`src/rtl/uart_rom_loader.sv`:
```
// Packs UART bytes MSB-first into 32-bit words and writes them to consecutive ROM addresses.
// Tracks busy/done status and a sticky inter-byte timeout flag per load session.
module uart_rom_loader #(
  parameter int ADDR_WIDTH   = 5,
  parameter int WORDS        = 16,
  parameter int TIMEOUT_CLKS = 20000
) (
  input  logic                  clk,
  input  logic                  rst,
  input  logic                  load_start,
  input  logic                  rx_valid,
  input  logic [7:0]            rx_data,
  output logic                  rom_we,
  output logic [ADDR_WIDTH-1:0] rom_addr,
  output logic [31:0]           rom_wdata,
  output logic                  busy,
  output logic                  done,
  output logic [ADDR_WIDTH:0]   word_count,
  output logic                  frame_err
);

  localparam logic [1:0] S_IDLE    = 2'd0;
  localparam logic [1:0] S_COLLECT = 2'd1;
  localparam logic [1:0] S_WRITE   = 2'd2;
  localparam logic [1:0] S_DONE    = 2'd3;

  localparam int CW = ADDR_WIDTH + 1;
  localparam int GW = $clog2(TIMEOUT_CLKS + 1);
  localparam logic [CW-1:0] WORDS_LAST   = CW'(WORDS - 1);
  localparam logic [GW-1:0] TIMEOUT_LAST = GW'(TIMEOUT_CLKS - 1);

  logic [1:0]            state_q, state_d;
  logic [31:0]           shreg_q, shreg_d;
  logic [1:0]            byte_idx_q, byte_idx_d;
  logic [GW-1:0]         gap_q, gap_d;
  logic [ADDR_WIDTH-1:0] rom_addr_q, rom_addr_d;
  logic [CW-1:0]         word_count_q, word_count_d;
  logic [31:0]           rom_wdata_q, rom_wdata_d;
  logic                  done_q, done_d;
  logic                  frame_err_q, frame_err_d;

  always_comb begin
    state_d      = state_q;
    shreg_d      = shreg_q;
    byte_idx_d   = byte_idx_q;
    gap_d        = gap_q;
    rom_addr_d   = rom_addr_q;
    word_count_d = word_count_q;
    rom_wdata_d  = rom_wdata_q;
    done_d       = done_q;
    frame_err_d  = frame_err_q;

    case (state_q)
      S_COLLECT: begin
        if (rx_valid) begin
          shreg_d    = {shreg_q[23:0], rx_data};
          byte_idx_d = byte_idx_q + 2'd1;
          gap_d      = '0;
          if (byte_idx_q == 2'd3) begin
            rom_wdata_d = {shreg_q[23:0], rx_data};
            state_d     = S_WRITE;
          end
        end else if (byte_idx_q != 2'd0) begin
          // A stalled partial word is dropped so the host can resync on word boundaries.
          if (gap_q == TIMEOUT_LAST) begin
            byte_idx_d  = 2'd0;
            gap_d       = '0;
            frame_err_d = 1'b1;
          end else begin
            gap_d = gap_q + 1'b1;
          end
        end
      end
      S_WRITE: begin
        rom_addr_d   = rom_addr_q + 1'b1;
        word_count_d = word_count_q + 1'b1;
        if (word_count_q == WORDS_LAST) begin
          state_d = S_DONE;
          done_d  = 1'b1;
        end else begin
          state_d = S_COLLECT;
          // shreg is separate from rom_wdata, so a byte here starts the next word.
          if (rx_valid) begin
            shreg_d    = {shreg_q[23:0], rx_data};
            byte_idx_d = 2'd1;
          end
        end
      end
      default: ;
    endcase

    // Restart wins over everything; a write already on the bus this cycle still lands.
    if (load_start) begin
      state_d      = S_COLLECT;
      byte_idx_d   = 2'd0;
      gap_d        = '0;
      rom_addr_d   = '0;
      word_count_d = '0;
      done_d       = 1'b0;
      frame_err_d  = 1'b0;
    end
  end

  always_ff @(posedge clk) begin
    if (rst) begin
      state_q      <= S_IDLE;
      shreg_q      <= '0;
      byte_idx_q   <= 2'd0;
      gap_q        <= '0;
      rom_addr_q   <= '0;
      word_count_q <= '0;
      rom_wdata_q  <= '0;
      done_q       <= 1'b0;
      frame_err_q  <= 1'b0;
    end else begin
      state_q      <= state_d;
      shreg_q      <= shreg_d;
      byte_idx_q   <= byte_idx_d;
      gap_q        <= gap_d;
      rom_addr_q   <= rom_addr_d;
      word_count_q <= word_count_d;
      rom_wdata_q  <= rom_wdata_d;
      done_q       <= done_d;
      frame_err_q  <= frame_err_d;
    end
  end

  assign rom_we     = (state_q == S_WRITE);
  assign busy       = (state_q == S_COLLECT) || (state_q == S_WRITE);
  assign done       = done_q;
  assign rom_addr   = rom_addr_q;
  assign rom_wdata  = rom_wdata_q;
  assign word_count = word_count_q;
  assign frame_err  = frame_err_q;

endmodule

```
`config.mk`:
```
export PLATFORM = sky130hd
export DESIGN_NAME = uart_rom_loader
export DESIGN_NICKNAME = d
export VERILOG_FILES = /design/src/rtl/uart_rom_loader.sv
export SDC_FILE = /design/constraint.sdc
export NUM_CORES = 1
export LEC_CHECK = 0
export CORE_MARGIN = 10
export CORE_UTILIZATION = 42
export DETAILED_ROUTE_END_ITERATION = 10
export DONT_BUFFER_PORTS = 1
export PLACE_DENSITY = 0.53
export SLEW_MARGIN = 5
export SYNTH_ARGS = -nofsm -noshare
export SYNTH_HDL_FRONTEND = slang
export SYNTH_SLANG_ARGS = --single-unit
```
`constraint.sdc`:
```
create_clock -name clk -period 2.2 [get_ports clk]
set_clock_uncertainty 0.15 [all_clocks]
set_input_delay 0.33 -clock clk [delete_from_list [all_inputs] [get_ports clk]]
set_output_delay 0.33 -clock clk [all_outputs]
set_load 0.005 [all_outputs]
```
==> results of run 1 <==
-- path summary, 6_finish.rpt --
path / start / endpoint / cells past startpoint
worst max-delay path: word_count[0] / byte_idx_q[0] / 5
worst min-delay path: rx_valid / gap_q[8] / 2
worst max register to register: word_count[0] / byte_idx_q[0] / 5
worst min register to register: shreg_q[21] / shreg_q[21] / 2
-- routing by layer --
metal | track usage [%] | up-vias | routed length, um
li1 | - | 1557 | -
met1 | 18.0 | 1389 | 4180
met2 | 21.4 | 55 | 3980
met3 | 5.14 | 8 | 665
met4 | 5.51 | 0 | 107
met5 | 0 | - | 0
-- cells in the final DEF (no fill, tap or decap), types with 2 or more instances in the layout --
cell type      synthesis  final
mux2i_1                2      2
buf_4                  0     13
bufinv_16              0      2
a211oi_1               6      6
nand2_1              125    125
a221oi_2               2      2
nand3_1                9      9
nand4_1                9      9
buf_12                 0      2
nor3_1                 3      3
nor4_1                 4      3
xor2_1                 9      9
o21ai_0                4      4
nor2_1                18     18
or2_2                  2      2
a221oi_1               4      4
and3_1                 5      5
inv_1                 10     10
o211ai_1               4      4
nand3b_1               4      4
o31ai_1                3      3
inv_6                  0      3
ha_1                   7      7
clkbuf_8               1     10
dlygate4sd3_1          0     10
or3_1                  4      4
o2111ai_1              3      3
dfxtp_1               88     88
a21oi_1               65     65
xnor2_1                4      4
-- cell families after synthesis --
family	Yosys count	share of synthesized area, %
buf+inv	39	5.03
xor+xnor	13	3.07
flops	88	47.6
simple gates	196	24.6
mux	2	0.540
compound gates	101	16.8
fa+ha+maj	7	2.36
-- metrics by stage --
step	std cells	total power [mW]	cell area, um^2
finish	566	3.06	4160
global placement	540	1.79	3810
floorplan	446	1.77	3700
CTS	566	3.10	4160
detailed placement	540	1.79	3810
global route	566	3.19	4160
-- registers in the layout (all words and copies together), names as in the netlist --
| name | count |
|---|---|
| rom_addr | 5 |
| word_count | 6 |
| shreg_q | 24 |
| rom_wdata | 32 |
| state_q | 2 |
| byte_idx_q | 2 |
| gap_q | 15 |
| done | 1 |
| frame_err | 1 |
-- layout make-up --
type / count / area (um^2)
Tap cell: 108 / 135
Fill cell: 881 / 4470
Inverter: 11 / 41.3
Timing Repair Buffer: 25 / 238
Sequential cell: 88 / 1760
Multi-Input combinational cell: 319 / 1760
Clock inverter: 5 / 86.3
Clock buffer: 10 / 138
-- what timing repair did --
action,CTS,global route
setup buffers,0,0
hold endpoints to repair,58,0
resized for setup,0,2
hold buffers,11,0
endpoints found under the setup margin,0,25
-- power by group --
part | switching, mW | internal (mW)
clock network | 0.587 | 0.677
registers | 0.0115 | 1.61
logic | 0.110 | 0.0674
total | 0.708 | 2.35
==> impl_metrics.json, run 1 <==
{
  "status": "finished clean",
  "drcViolationCount": 0,
  "yosysTopAreaCell": "dfxtp_1",
  "yosysSeqAreaShare_pct": 47.6,
  "first_global_vias": 3011,
  "critPathKind": "register to register",
  "die_w_um": 114,
  "crit_chain": "ha_1 > nand4_2 > o311ai_0 > o31ai_1 > a211oi_1",
  "routed_wl_um": 8940,
  "maxCapViolations": 0,
  "post-route-util_pct": 48.2,
  "min_period_over_period_pct": 91.5,
  "power_leakage_nw": 1.36,
  "cts.path.max_buffers": 2,
  "peakVddDrop_uv": 353,
  "preCtsSetupSlack_ns": 0.129,
  "cts_buffers": 9,
  "path_clk_slew_ns": 0.09,
  "antenna_found_initial": 0,
  "ant_nets": 0,
  "synth_seq_cells": 88,
  "arrival_ns": 2.13,
  "setup_tns_ns": 0,
  "fin_nets": 473,
  "setup_viol": 0,
  "dr.pass1.iters": 4,
  "grt_first_pass_wirelength_um": 15300,
  "r2r_slack_ns": 0.19,
  "netlist_top_cells_area": "dfxtp_1 (48%), nand2_1 (13%), a21oi_1 (8.8%), ha_1 (2.4%), xor2_1 (2.1%)",
  "synth_cell_types": 53,
  "grt_max_degree": 58,
  "endpoint_kind": "register",
  "h-tree-depth": 3,
  "setup_slack_ns": 0.187,
  "port_buffers": 0,
  "synth_most_common_cell": "nand2_1",
  "avgSynthCellArea_um2": 8.31,
  "die_y_um": 114,
  "syn-num-nets": 465,
  "worstPathMaxFanout": 5,
  "holdCritPathClass": "primary input to register",
  "cp-start-kind": "register",
  "critPathTopFamily": "compound AO/OA/AOI/OAI gates",
  "grt_setup_unrepaired": "false",
  "maxClockFrequency_mhz": 497,
  "tritoncts": "built",
  "dp_hpwl_um": 6070,
  "initialDrtViolationCount": 106,
  "synth_area_um2": 3700,
  "whs_ns": 0.0339,
  "yosys.area.top_type_share_pct": 47.6,
  "synth_edf_count": 0,
  "synth_commonest_cells": "nand2_1 (125), dfxtp_1 (88), a21oi_1 (65)",
  "cts_root_buf": "clkbuf_8",
  "rows": 34,
  "vias": 3009,
  "clock_latency_ns": 0.35,
  "layout-drive-gt1-share_pct": 10.5,
  "power.density_nw_per_um2": 735,
  "track_usage_pct": 14.2,
  "grt.overflow.total": 0,
  "synth_ff_type": "dfxtp_1",
  "antennaDiodeCount": 0,
  "die-area_um2": 13000,
  "timing.slew.headroom_pct": 60.1,
  "async_flop_share_pct": 0,
  "path_buf_inv": 0,
  "hold_viol_final": 0,
  "ys_warn_count": 0,
  "tightestPinTransition_ns": 0.599,
  "drv_slew": 0,
  "ios": 59,
  "start_util_pct": 42.9,
  "finalCriticalPeriod_ns": 2.01,
  "syn_to_final_growth_pct": 12.4,
  "core_um2": 8640,
  "crit_slowest_cell": "o311ai_0",
  "crit_required_ns": 2.32,
  "vias_per_cell": 5.32,
  "gp_congestion": 0.795,
  "crit_path_max_incr_delay_ns": 0.48,
  "cts_sinks": 88,
  "routedWlPerCell_um": 15.8,
  "syn_inst": 446
}
No activity file was read; power rests on OpenSTA's default activity.
==> run 2: changes to the inputs <==
--- a/config.mk
+++ b/config.mk
@@ -5,11 +5,13 @@
 export SDC_FILE = /design/constraint.sdc
 export NUM_CORES = 1
 export LEC_CHECK = 0
+export CELL_PAD_IN_SITES_DETAIL_PLACEMENT = 0
+export CELL_PAD_IN_SITES_GLOBAL_PLACEMENT = 1
 export CORE_MARGIN = 10
 export CORE_UTILIZATION = 42
 export DETAILED_ROUTE_END_ITERATION = 10
 export DONT_BUFFER_PORTS = 1
-export PLACE_DENSITY = 0.53
+export PLACE_DENSITY = 0.69
 export SLEW_MARGIN = 5
 export SYNTH_ARGS = -nofsm -noshare
 export SYNTH_HDL_FRONTEND = slang
==> impl_metrics.json, run 2 (synthesis results as in run 1) <==
{
  "status": "finished clean",
  "syn_to_final_growth_pct": 13.3,
  "n_fill_cell": 876,
  "tritoncts": "built",
  "holdCritPathClass": "primary input to register",
  "die_y_um": 114,
  "grt.overflow.total": 0,
  "cts.path.max_buffers": 2,
  "grt_max_degree": 58,
  "dr.pass1.iters": 4,
  "die_w_um": 114,
  "vias": 3075,
  "routedWlPerCell_um": 16.2,
  "timing.slew.headroom_pct": 58.3,
  "antennaDiodeCount": 0,
  "setup_tns_ns": 0,
  "critPathKind": "register to register",
  "die-area_um2": 13000,
  "crit_path_max_incr_delay_ns": 0.41,
  "tightestPinTransition_ns": 0.625,
  "layout_commonest_cell": "nand2_1",
  "peakVddDrop_uv": 350,
  "drv_slew": 0,
  "gp_congestion": 0.810,
  "routed_wl_um": 9200,
  "crit_chain": "ha_1 > nand4_2 > buf_4 > o311a_1 > buf_4 > nand2_1 > a21oi_1",
  "fin_nets": 474,
  "rows": 34,
  "cts_root_buf": "clkbuf_8",
  "finalCriticalPeriod_ns": 2.06,
  "worstPathMaxFanout": 24,
  "met1_usage_pct": 18.5,
  "path_clk_slew_ns": 0.10,
  "core_um2": 8640,
  "cp-start-kind": "register",
  "final_area_um2": 4200,
  "whs_ns": 0.0237,
  "cp_common_cell": "buf_4",
  "ant_nets": 0,
  "grt_use_met3_pct": 5.20,
  "crit_slowest_cell": "dfxtp_1",
  "first_global_vias": 2953,
  "drcViolationCount": 0,
  "endpoint_kind": "register",
  "h-tree-depth": 3,
  "vias_per_cell": 5.41,
  "cts_buffers": 9,
  "r2r_slack_ns": 0.14,
  "antenna_found_initial": 0,
  "initialDrtViolationCount": 105,
  "placed_area_um2": 3840,
  "setup_viol": 0,
  "dp_hpwl_um": 6040,
  "clock_latency_ns": 0.35,
  "maxCapViolations": 0,
  "crit_required_ns": 2.29,
  "maxClockFrequency_mhz": 485,
  "arrival_ns": 2.15,
  "start_util_pct": 42.9,
  "min_period_over_period_pct": 93.7,
  "post-route-util_pct": 48.6,
  "port_buffers": 0,
  "hold_viol_final": 0,
  "track_usage_pct": 13.8,
  "cts_sinks": 88,
  "final_cell_mix": "nand2_1 (125), dfxtp_1 (88), a21oi_1 (65)",
  "power.density_nw_per_um2": 707,
  "top_usage_layer": "met2",
  "ios": 59,
  "largest_register_ffs": 32,
  "grt_setup_unrepaired": "false",
  "grt_first_pass_wirelength_um": 15000,
  "grtUsageMet2_pct": 20.0,
  "layout-drive-gt1-share_pct": 11.1,
  "power_leakage_nw": 1.36
}
run 2: path summary, 6_finish.rpt:
kind                      start             to  cells after the start
setup / recovery  word_count[1]    shreg_q[19]                      7
hold / removal         rx_valid  byte_idx_q[1]                      2
setup reg to reg  word_count[1]    shreg_q[19]                      7
hold reg to reg     shreg_q[21]  rom_wdata[29]                      2
run 2: area by class of cell:
class	instances	area, um^2	area share, %
repair buffers	25	248	5.90
flip-flops and latches	88	1760	42.0
multi-input cells	320	1810	43.1
well taps	108	135	3.22
inverters	11	41.3	0.984
clock inverters	5	61.3	1.46
clock buffers	11	141	3.37
run 2: through the flow:
stage | setup slack, ns | instances | total power, mW
2_1_floorplan | 0.344 | 446 | 1.77
3_3_place_gp | 0.0382 | 541 | 1.79
3_5_place_dp | 0.0195 | 541 | 1.79
4_1_cts | 0.0341 | 567 | 2.99
5_1_grt | 0.00457 | 568 | 3.09
6_report | 0.139 | 568 | 2.97
run 2: report_power, final:
group	internal, mW	switching, mW	total (mW)
logic	0.0674	0.116	0.183
registers	1.61	0.0110	1.62
clock network	0.568	0.601	1.17
run 2: worst max-delay path: cells and delay by family, from the launching register on:
| family | cells | cell delay [ns] |
|---|---|---|
| compound gates | 2 | 0.34 |
| fa+ha+maj | 1 | 0.23 |
| simple gates | 2 | 0.35 |
| flops | 1 | 0.41 |
| buf+inv | 2 | 0.45 |
run 2: repair_timing:
action                                  4_1_cts  5_1_grt
resized for setup                             2        3
endpoints found under the setup margin        2       26
buffers inserted                              0        0
hold endpoints to repair                     57        0
hold buffers                                 10        0
cloned                                        0        1
run 2: layer usage:
layer	part of all wire, %	wire (um)	up-vias
met5	0	0	-
met4	0.78	72	0
met3	7.2	662	7
met2	43	3990	56
met1	49	4470	1447
li1	-	-	1565
